===== src/rtl/pipe_pkg.sv =====
// Shared definitions for the five-stage pipeline: opcodes, IR field positions,
// the link register index and the stall-controller state encoding.
package pipe_pkg;

  localparam logic [4:0] OP_LD   = 5'b01110;
  localparam logic [4:0] OP_ST   = 5'b01111;
  localparam logic [4:0] OP_NOP  = 5'b01101;
  localparam logic [4:0] OP_B    = 5'b10010;
  localparam logic [4:0] OP_BEQ  = 5'b10000;
  localparam logic [4:0] OP_BGT  = 5'b10001;
  localparam logic [4:0] OP_CALL = 5'b10011;
  localparam logic [4:0] OP_RET  = 5'b10100;
  localparam logic [4:0] OP_NOT  = 5'b01000;
  localparam logic [4:0] OP_MOV  = 5'b01001;
  localparam logic [4:0] OP_CMP  = 5'b00101;

  localparam int OP_HI   = 31;
  localparam int OP_LO   = 27;
  localparam int IMM_BIT = 26;
  localparam int RD_HI   = 25;
  localparam int RD_LO   = 22;
  localparam int RS1_HI  = 21;
  localparam int RS1_LO  = 18;
  localparam int RS2_HI  = 17;
  localparam int RS2_LO  = 14;

  localparam logic [3:0] RA = 4'b1111;

  typedef enum logic [1:0] {
    INIT,
    RUN,
    MEM_WAIT
  } state_t;

  function automatic logic [4:0] opcode_of(input logic [31:0] ir);
    return ir[OP_HI:OP_LO];
  endfunction

endpackage


===== src/rtl/src_decode.sv =====
// Source-operand decode for one instruction register: which register fields
// are actually read, and their indices. Shared by the stall and forwarding logic.
module src_decode
  import pipe_pkg::*;
(
  input  logic [31:0] ir,
  output logic        rs1_valid,
  output logic        rs2_valid,
  output logic        rd_is_src,
  output logic [3:0]  rs1,
  output logic [3:0]  rs2,
  output logic [3:0]  rd
);

  logic [4:0] op;

  assign op  = opcode_of(ir);
  assign rs1 = ir[RS1_HI:RS1_LO];
  assign rs2 = ir[RS2_HI:RS2_LO];

  // NOTE: every output of a combinational block gets a default before any
  // branch, so no path leaves it unassigned and no latch is inferred.
  always_comb begin
    rs1_valid = 1'b1;
    case (op)
      OP_NOP, OP_NOT, OP_MOV, OP_B, OP_BEQ, OP_BGT, OP_CALL, OP_RET:
        rs1_valid = 1'b0;
      default:
        rs1_valid = 1'b1;
    endcase
  end

  assign rs2_valid = (!ir[IMM_BIT] && rs1_valid) || (op == OP_CMP);

  // ret reads the link register; it is reported through the rd-as-source path.
  assign rd_is_src = (op == OP_ST) || (op == OP_RET);
  assign rd        = (op == OP_RET) ? RA : ir[RD_HI:RD_LO];

endmodule


===== src/rtl/pipeline_stall_controller.sv =====
// Pipeline sequencing: stage enables, flush/bubble and data-memory handshake
// for load-use, taken-branch and multi-cycle memory hazards.
module pipeline_stall_controller
  import pipe_pkg::*;
#(
  parameter int MEM_TIMEOUT = 64,
  parameter int CNT_W       = 16
) (
  input  logic             clk,
  input  logic             reset_n,
  input  logic [31:0]      of_ir,
  input  logic [31:0]      ex_ir,
  input  logic [31:0]      ma_ir,
  input  logic             branch_taken,
  input  logic             mem_ack,
  output logic [4:0]       stage_en,
  output logic             if_of_flush,
  output logic             of_ex_bubble,
  output logic             mem_req,
  output logic             mem_timeout_err,
  output logic [CNT_W-1:0] stall_cycles
);

  localparam int                WAIT_W      = $clog2(MEM_TIMEOUT + 1);
  localparam logic [WAIT_W-1:0] WAIT_MAX    = WAIT_W'(MEM_TIMEOUT);
  localparam logic [WAIT_W-1:0] WAIT_LAST   = WAIT_W'(MEM_TIMEOUT - 1);

  state_t            state_q, state_d;
  logic [WAIT_W-1:0] wait_cnt_q;

  logic       of_rs1_valid, of_rs2_valid, of_rd_is_src;
  logic [3:0] of_rs1, of_rs2, of_rd;
  logic [4:0] ex_op, ma_op;
  logic [3:0] ex_rd;
  logic       lu, mop;
  logic [4:0] run_en;
  logic       run_flush, run_bubble;
  logic       unused_ir_bits;

  src_decode u_of_decode (
    .ir        (of_ir),
    .rs1_valid (of_rs1_valid),
    .rs2_valid (of_rs2_valid),
    .rd_is_src (of_rd_is_src),
    .rs1       (of_rs1),
    .rs2       (of_rs2),
    .rd        (of_rd)
  );

  assign ex_op = opcode_of(ex_ir);
  assign ma_op = opcode_of(ma_ir);
  assign ex_rd = ex_ir[RD_HI:RD_LO];
  assign unused_ir_bits = ^{ex_ir[IMM_BIT], ex_ir[RS1_HI:0], ma_ir[IMM_BIT:0]};

  assign lu  = (ex_op == OP_LD) &&
               ((of_rs1_valid && (ex_rd == of_rs1)) ||
                (of_rs2_valid && (ex_rd == of_rs2)) ||
                (of_rd_is_src && (ex_rd == of_rd)));
  assign mop = (ma_op == OP_LD) || (ma_op == OP_ST);

  // Branch outranks load-use: the dependent OF instruction is squashed anyway.
  always_comb begin
    run_en     = 5'b11111;
    run_flush  = 1'b0;
    run_bubble = 1'b0;
    if (branch_taken) begin
      run_flush  = 1'b1;
      run_bubble = 1'b1;
    end else if (lu) begin
      run_en     = 5'b11100;
      run_bubble = 1'b1;
    end
  end

  always_comb begin
    state_d      = state_q;
    stage_en     = 5'b00000;
    if_of_flush  = 1'b0;
    of_ex_bubble = 1'b0;
    mem_req      = 1'b0;
    unique case (state_q)
      INIT: begin
        if_of_flush  = 1'b1;
        of_ex_bubble = 1'b1;
        state_d      = RUN;
      end
      RUN: begin
        mem_req = mop;
        if (mop && !mem_ack) begin
          state_d = MEM_WAIT;
        end else begin
          stage_en     = run_en;
          if_of_flush  = run_flush;
          of_ex_bubble = run_bubble;
        end
      end
      MEM_WAIT: begin
        mem_req = 1'b1;
        if (mem_ack) begin
          state_d      = RUN;
          stage_en     = run_en;
          if_of_flush  = run_flush;
          of_ex_bubble = run_bubble;
        end
      end
      default: state_d = INIT;
    endcase
  end

  // NOTE: all state registers use non-blocking assignments so every flop
  // samples the pre-edge values regardless of block ordering.
  always_ff @(posedge clk or negedge reset_n) begin
    if (!reset_n) begin
      state_q         <= INIT;
      wait_cnt_q      <= '0;
      mem_timeout_err <= 1'b0;
      stall_cycles    <= '0;
    end else begin
      state_q <= state_d;

      if (state_q == RUN && state_d == MEM_WAIT) begin
        wait_cnt_q <= '0;
      end else if (state_q == MEM_WAIT && wait_cnt_q != WAIT_MAX) begin
        wait_cnt_q <= wait_cnt_q + WAIT_W'(1);
      end

      // Flag rises on the edge where the wait counter reaches its limit.
      if (state_q == MEM_WAIT && wait_cnt_q >= WAIT_LAST) begin
        mem_timeout_err <= 1'b1;
      end

      if (!stage_en[0] && stall_cycles != '1) begin
        stall_cycles <= stall_cycles + CNT_W'(1);
      end
    end
  end

endmodule


===== config.mk =====
export PLATFORM = sky130hd
export DESIGN_NAME = pipeline_stall_controller
export DESIGN_NICKNAME = d
export VERILOG_FILES = /design/src/rtl/pipe_pkg.sv /design/src/rtl/src_decode.sv /design/src/rtl/pipeline_stall_controller.sv
export SDC_FILE = /design/constraint.sdc
export NUM_CORES = 1
export LEC_CHECK = 0
export CAP_MARGIN = 20
export CORE_ASPECT_RATIO = 0.7
export CORE_UTILIZATION = 37
export CTS_CLUSTER_DIAMETER = 80
export DETAILED_ROUTE_END_ITERATION = 6
export PLACE_DENSITY = 0.89
export RECOVER_POWER = 25
export SETUP_SLACK_MARGIN = 0.5
export SLEW_MARGIN = 40
export SYNTH_ARGS = -nofsm -noshare
export SYNTH_HDL_FRONTEND = slang
export SYNTH_SLANG_ARGS = --single-unit
export TNS_END_PERCENT = 30

===== constraint.sdc =====
create_clock -name clk -period 3.7 [get_ports clk]
set_input_delay 0.74 -clock clk [delete_from_list [all_inputs] [get_ports clk]]
set_output_delay 0.74 -clock clk [all_outputs]
set_load 0.02 [all_outputs]

; After elaboration in Yosys (flattened, before gate mapping)
; Memories as Yosys holds them, arrays and structs flattened.
; Index checks and enable logic that the tools add are counted.
[word_totals]
regBits = 26
rom_bits = 32
input_bits = 100
output_inout_bits = 25
wordCells = 63
mem_count = 1
[op_classes]
addsub = 2
n_lt_le_gt_ge = 1
eq_ne = 14
n_mux = 21
reduce_logical = 20
[mem_list]
columns = name, words, width, read_ports, rd_ports_with_merged_regs, wr, line
row1 = (no name shown), 32, 1, 1, 0, 0, src_decode.sv:25  ; case (op)
[ops]
columns = cell, count
row1 = "5-bit by 4-bit equality test with 1-bit output, second input constant", 4
row2 = "16-bit by 1-bit adder with 16-bit output, second input constant", 1
row3 = "16-bit != test, second input constant", 1
row4 = 7-bit two-way mux, 2
row5 = 4-bit equality test, 3
row6 = 1-bit logical AND, 10
row7 = 5-bit two-way mux, 2
row8 = 5-bit one-hot mux with 2 select lines, 1
row9 = 2-bit two-way mux, 4
row10 = "7-bit by 1-bit adder with 7-bit output, second input constant", 1
row11 = "7-bit by 6-bit >= comparator with 1-bit output, second input constant", 1
row12 = 1-bit two-way mux, 7
row13 = "7-bit != test, second input constant", 1
row14 = 1-bit one-hot mux with 3 select lines, 2
row15 = 2-bit one-hot mux with 3 select lines, 1
row16 = "5-bit by 3-bit equality test with 1-bit output, second input constant", 1
row17 = "5-bit equality test, second input constant", 1
row18 = 1-bit logical OR, 5
row19 = "2-bit equality test, second input constant", 2
row20 = 4-bit two-way mux, 1
row21 = 1-bit logical NOT, 3
row22 = "2-bit by 1-bit equality test with 1-bit output, second input constant", 1
row23 = 2-bit logical NOT, 1
row24 = 1-bit one-hot mux with 2 select lines, 1
row25 = 2-bit nonzero test, 1

; Longest topological paths before layout
[depth]
ltp_word = 13
ltp_mapped = 10
depth_no_buf = 9

; Cells and area by module
; Synthesis repeated with hierarchy kept, for this count alone.
[unflattened]
cells_unflattened = 193
area_unflattened_um2 = 1775.5
[by_module_without_submodules]
columns = module, n_inst, cells_each, area_each_um2, seq_area_each_um2
row1 = pipeline_stall_controller, 1, 167, 1591.5, 650.6
row2 = src_decode, 1, 26, 183.9, 0.0

; Least setup slack after synthesis
; OpenSTA, ideal clock, no wires.
[synth_timing]
path_kind = in2out
startpoint = input port of_ir[29]
endpoint = output port stage_en[1]
t_arrival_ns = 1.989
required_ns = 2.960
setup_slack_ns = 0.971
path_stages = 6
path_buffers = 1
cell_sequence = nor2b_1 -> a31oi_1 -> xnor2_1 -> o311ai_4 -> o21bai_1 -> buf_4
[synth_between]
elab_chain_len = 11
word_cells_on_any_way = 20
classes_between = 4 x eq/ne / 6 x mux / 9 x reduce/logical / 1 x memory
[synth_rtl]
columns = item, line
row1 = "start, declared", pipeline_stall_controller.sv:11  ; input logic [31:0] of_ir,
row2 = memory 32 x 1 bit, -
row3 = 1-bit logical AND, src_decode.sv:33  ; assign rs2_valid = (!ir[IMM_BIT] && rs1_valid) || (op == OP_CMP);
row4 = 1-bit logical OR, src_decode.sv:33
row5 = 1-bit logical AND, pipeline_stall_controller.sv:57  ; (of_rs2_valid && (ex_rd == of_rs2)) ||
row6 = 1-bit logical OR, pipeline_stall_controller.sv:56  ; ((of_rs1_valid && (ex_rd == of_rs1)) ||
row7 = 1-bit logical OR (*), pipeline_stall_controller.sv:57
row8 = 1-bit logical AND (*), pipeline_stall_controller.sv:55  ; assign lu = (ex_op == OP_LD) &&
row9 = 2-bit two-way mux (*), pipeline_stall_controller.sv:69  ; end else if (lu) begin
row10 = 2-bit two-way mux (*), pipeline_stall_controller.sv:66  ; if (branch_taken) begin
row11 = 5-bit two-way mux (on tied branches), "pipeline_stall_controller.sv:99, pipeline_stall_controller.sv:89"
row12 = 5-bit one-hot mux with 2 select lines (*), pipeline_stall_controller.sv:81  ; unique case (state_q)
row13 = "end, declared", pipeline_stall_controller.sv:16  ; output logic [4:0] stage_en,
; Mark *: on every way between the ends. The rest lies on a longest branch, timed or not.

; Final worst setup path
[layout_timing]
startpoint = input port of_ir[31]
endpoint = output port stage_en[1]
; The elaborated chain is that of the path after synthesis.

==> run metrics <==
number of antenna violations at the first check in global routing=0; post-synth net total=285; Post-synth EDFFs=0; post-route ant nets=0; CP endpoint kind=output port; Synth cell types=41; Pwr Density=603 nW/um2; GRT overflow=0; number of diodes=0; vias in the first global route=1442; share of layout cells above drive strength 1=7.17%; NetSw=0.582 mW; Final period util=86.8%; DRC=0; Slew @ Worst Pin=1380 ps; First DRT Iteration DRCs=38; Area growth, synth to finish=42.4%; CTS tree=done; Slew Limit Fails=0; Die ar.=4840 um2; Reg power frac=32.6%; Cell Int Power=0.865 mW; nets@finish=345; switch share=40.2%; max frequency=0.311 GHz; detailed-placement wirelength estimate=3100 um; CP Launch Type=input pin; Die H=58.5 um; first-pass iteration count of the detailed router=4; starting density of the core=38.7%; flops & latches, synth=26; num ports=125; Final Critical Period=3210 ps; CTS Buffer Depth=2; Final Hold Fails=0; Via density=5.11; syn_area_per_cell=9.48 um2; Synth Instances=178; final setup fails=0; root cell of the clock tree=clkbuf_8; hold crit path type=register to register; Mapped Area=1690 um2; clk sink count=26; Core Util, Final=55.1%; Top FF cell, synth=dfrtp_1; TNS Setup=0 ps; Synth async-reset ratio=100%; TritonCTS Buffers=3; worst endpoint required time=2960 ps; Critical Path AT=2470 ps; Leak=1.01 nW; placed inst area=2320 um2; largest net degree at the start of global routing=27; final instance area=2400 um2; gpl congestion=0.765; Clk pwr share=16.1%; area of the core=4350 um2; Crit Path Class=input pin to output port; register clock-pin slew on the reported worst setup and hold paths=80 ps; Post-Route WL=3970 um; Gate power share=51.3%; H-tree levels=1; slew margin rel.=8.23%; status=finished, final reports clean; register area share after synthesis=38.6%; Row Count=20; Power, Total=1.45 mW; Max Cap Violations=0; first-pass GRT wire length=6640 um; WL per Instance=13.6 um; Peak VDD IR=0.346 mV; Max Fanout on Critical Path=4; Die Wd=82.7 um; Synth Warn #=0; Tot GR Track Use=17.9%; skew final=3.54 ps; port bufs=59; clock latency on the worst-skew pair=270 ps; RSZ-0062 raised after global routing=yes; Vias=1492
[synth_stat cells, types with 2 or more instances]
library cell	instances	area, um2
xor2_1	13	114
nand3_1	8	40.0
nand3_2	2	20.0
nor2_1	17	63.8
nor4_1	3	18.8
o21ai_0	2	10.0
o21ai_1	2	10.0
nand4_1	9	56.3
inv_1	10	37.5
nor2b_1	4	25.0
dfrtp_1	26	651
nand2_1	9	33.8
a31oi_1	2	12.5
nand2b_1	4	25.0
nand3b_1	2	15.0
a21oi_1	8	40.0
ha_1	7	87.6
clkbuf_1	2	7.51
and3_1	8	50.1
buf_4	3	22.5
xnor2_1	17	149
[final cells by class]
cell class | count | area (um2)
clock buffer | 3 | 41.3
clock inverter | 1 | 30.0
fill | 414 | 1950
inverter | 10 | 37.5
multi-input combinational | 136 | 975
sequential | 26 | 651
tap | 55 | 68.8
timing repair buffer | 61 | 598
[layer usage]
metal / share of wire (%) / global-route usage [%] / vias to the layer above
met5: 0 / 0 / -
li1: - / - / 743
met4: 0 / 3.45 / 0
met2: 48 / 29.3 / 25
met1: 47 / 24.1 / 724
met3: 4.9 / 4.50 / 0
[stage by stage]
step / hold WS (ps) / setup slack [ps] / cells
after floorplan: 444 / 971 / 178
after global placement: 463 / 54.1 / 288
after detailed placement: 463 / 26.0 / 288
after CTS: 485 / 427 / 292
after global routing: 521 / 421 / 292
final: 477 / 489 / 292
[cells by family after synthesis]
logic type                 after synthesis  synth area share (%)
xor gates and xnor gates                30                  15.6
AOI/OAI and AO/OA                       29                  13.1
buffers and inverters                   16                  4.90
adders and majority gates                7                  5.19
muxes                                    1                 0.668
and+or+nand+nor                         69                  22.0
DFF                                     26                  38.6
[path summary, 6_finish.rpt]
kind,startpoint,end,slack [ps],cells after the start
max,of_ir[31],stage_en[1],490,6
min,mem_timeout_err,mem_timeout_err,480,1
max reg2reg,state_q[0],stall_cycles[1],1580,8
min reg2reg,mem_timeout_err,mem_timeout_err,480,1
max in group asynchronous,reset_n,state_q[0],1580,2
min in group asynchronous,reset_n,stall_cycles[1],1310,2
[worst max-delay path, cell delays in order]
cell and delay, ps:
clkdlybuf4s50_1 450, nand3b_1 210, o31a_1 340, o311ai_4 360, o21bai_2 110, clkdlybuf4s15_2 260
[what timing repair did]
| item | 4_1_cts | 5_1_grt |
|---|---|---|
| resized for setup | 15 | 7 |
| setup buffers | 0 | 0 |
| hold buffers | 0 | 0 |
| pin swaps | 3 | 0 |
| setup endpoints to repair | 7 | 7 |
[cells in the final DEF, fill, tap and decap left out, types with 2 or more instances in the layout]
cell type | Yosys | routed
clkbuf_8 | 0 | 3
dfrtp_1 | 26 | 26
nor4_1 | 3 | 2
dlygate4sd2_1 | 0 | 5
nand3_2 | 2 | 2
a21oi_1 | 8 | 8
dlymetal6s2s_1 | 0 | 2
nand2_1 | 9 | 8
clkdlybuf4s15_2 | 0 | 2
nand2b_1 | 4 | 4
and3_1 | 8 | 8
o21ai_0 | 2 | 2
ha_1 | 7 | 6
o21ai_1 | 2 | 2
xor2_1 | 13 | 13
nand3b_1 | 2 | 2
clkdlybuf4s50_1 | 0 | 48
nor2b_1 | 4 | 4
nand3_1 | 8 | 8
nor2_1 | 17 | 17
inv_1 | 10 | 10
a31oi_1 | 2 | 2
xnor2_1 | 17 | 17
nand4_1 | 9 | 9
[sequential cells by signal (all words and copies together), names as in the netlist]
| name | count |
|---|---|
| state_q | 2 |
| wait_cnt_q | 7 |
| stall_cycles | 16 |
| mem_timeout_err | 1 |
[power groups by stage]
| stage | Combinational, mW | Sequential, mW | Clock (mW) |
|---|---|---|---|
| 2_1_floorplan | 0.456 | 0.506 | 0 |
| 3_3_place_gp | 0.725 | 0.472 | 0 |
| 3_5_place_dp | 0.743 | 0.477 | 0 |
| 4_1_cts | 0.732 | 0.472 | 0.242 |
| 5_1_grt | 0.818 | 0.487 | 0.252 |
| 6_report | 0.742 | 0.472 | 0.233 |
No activity file was read; power rests on OpenSTA's default activity.
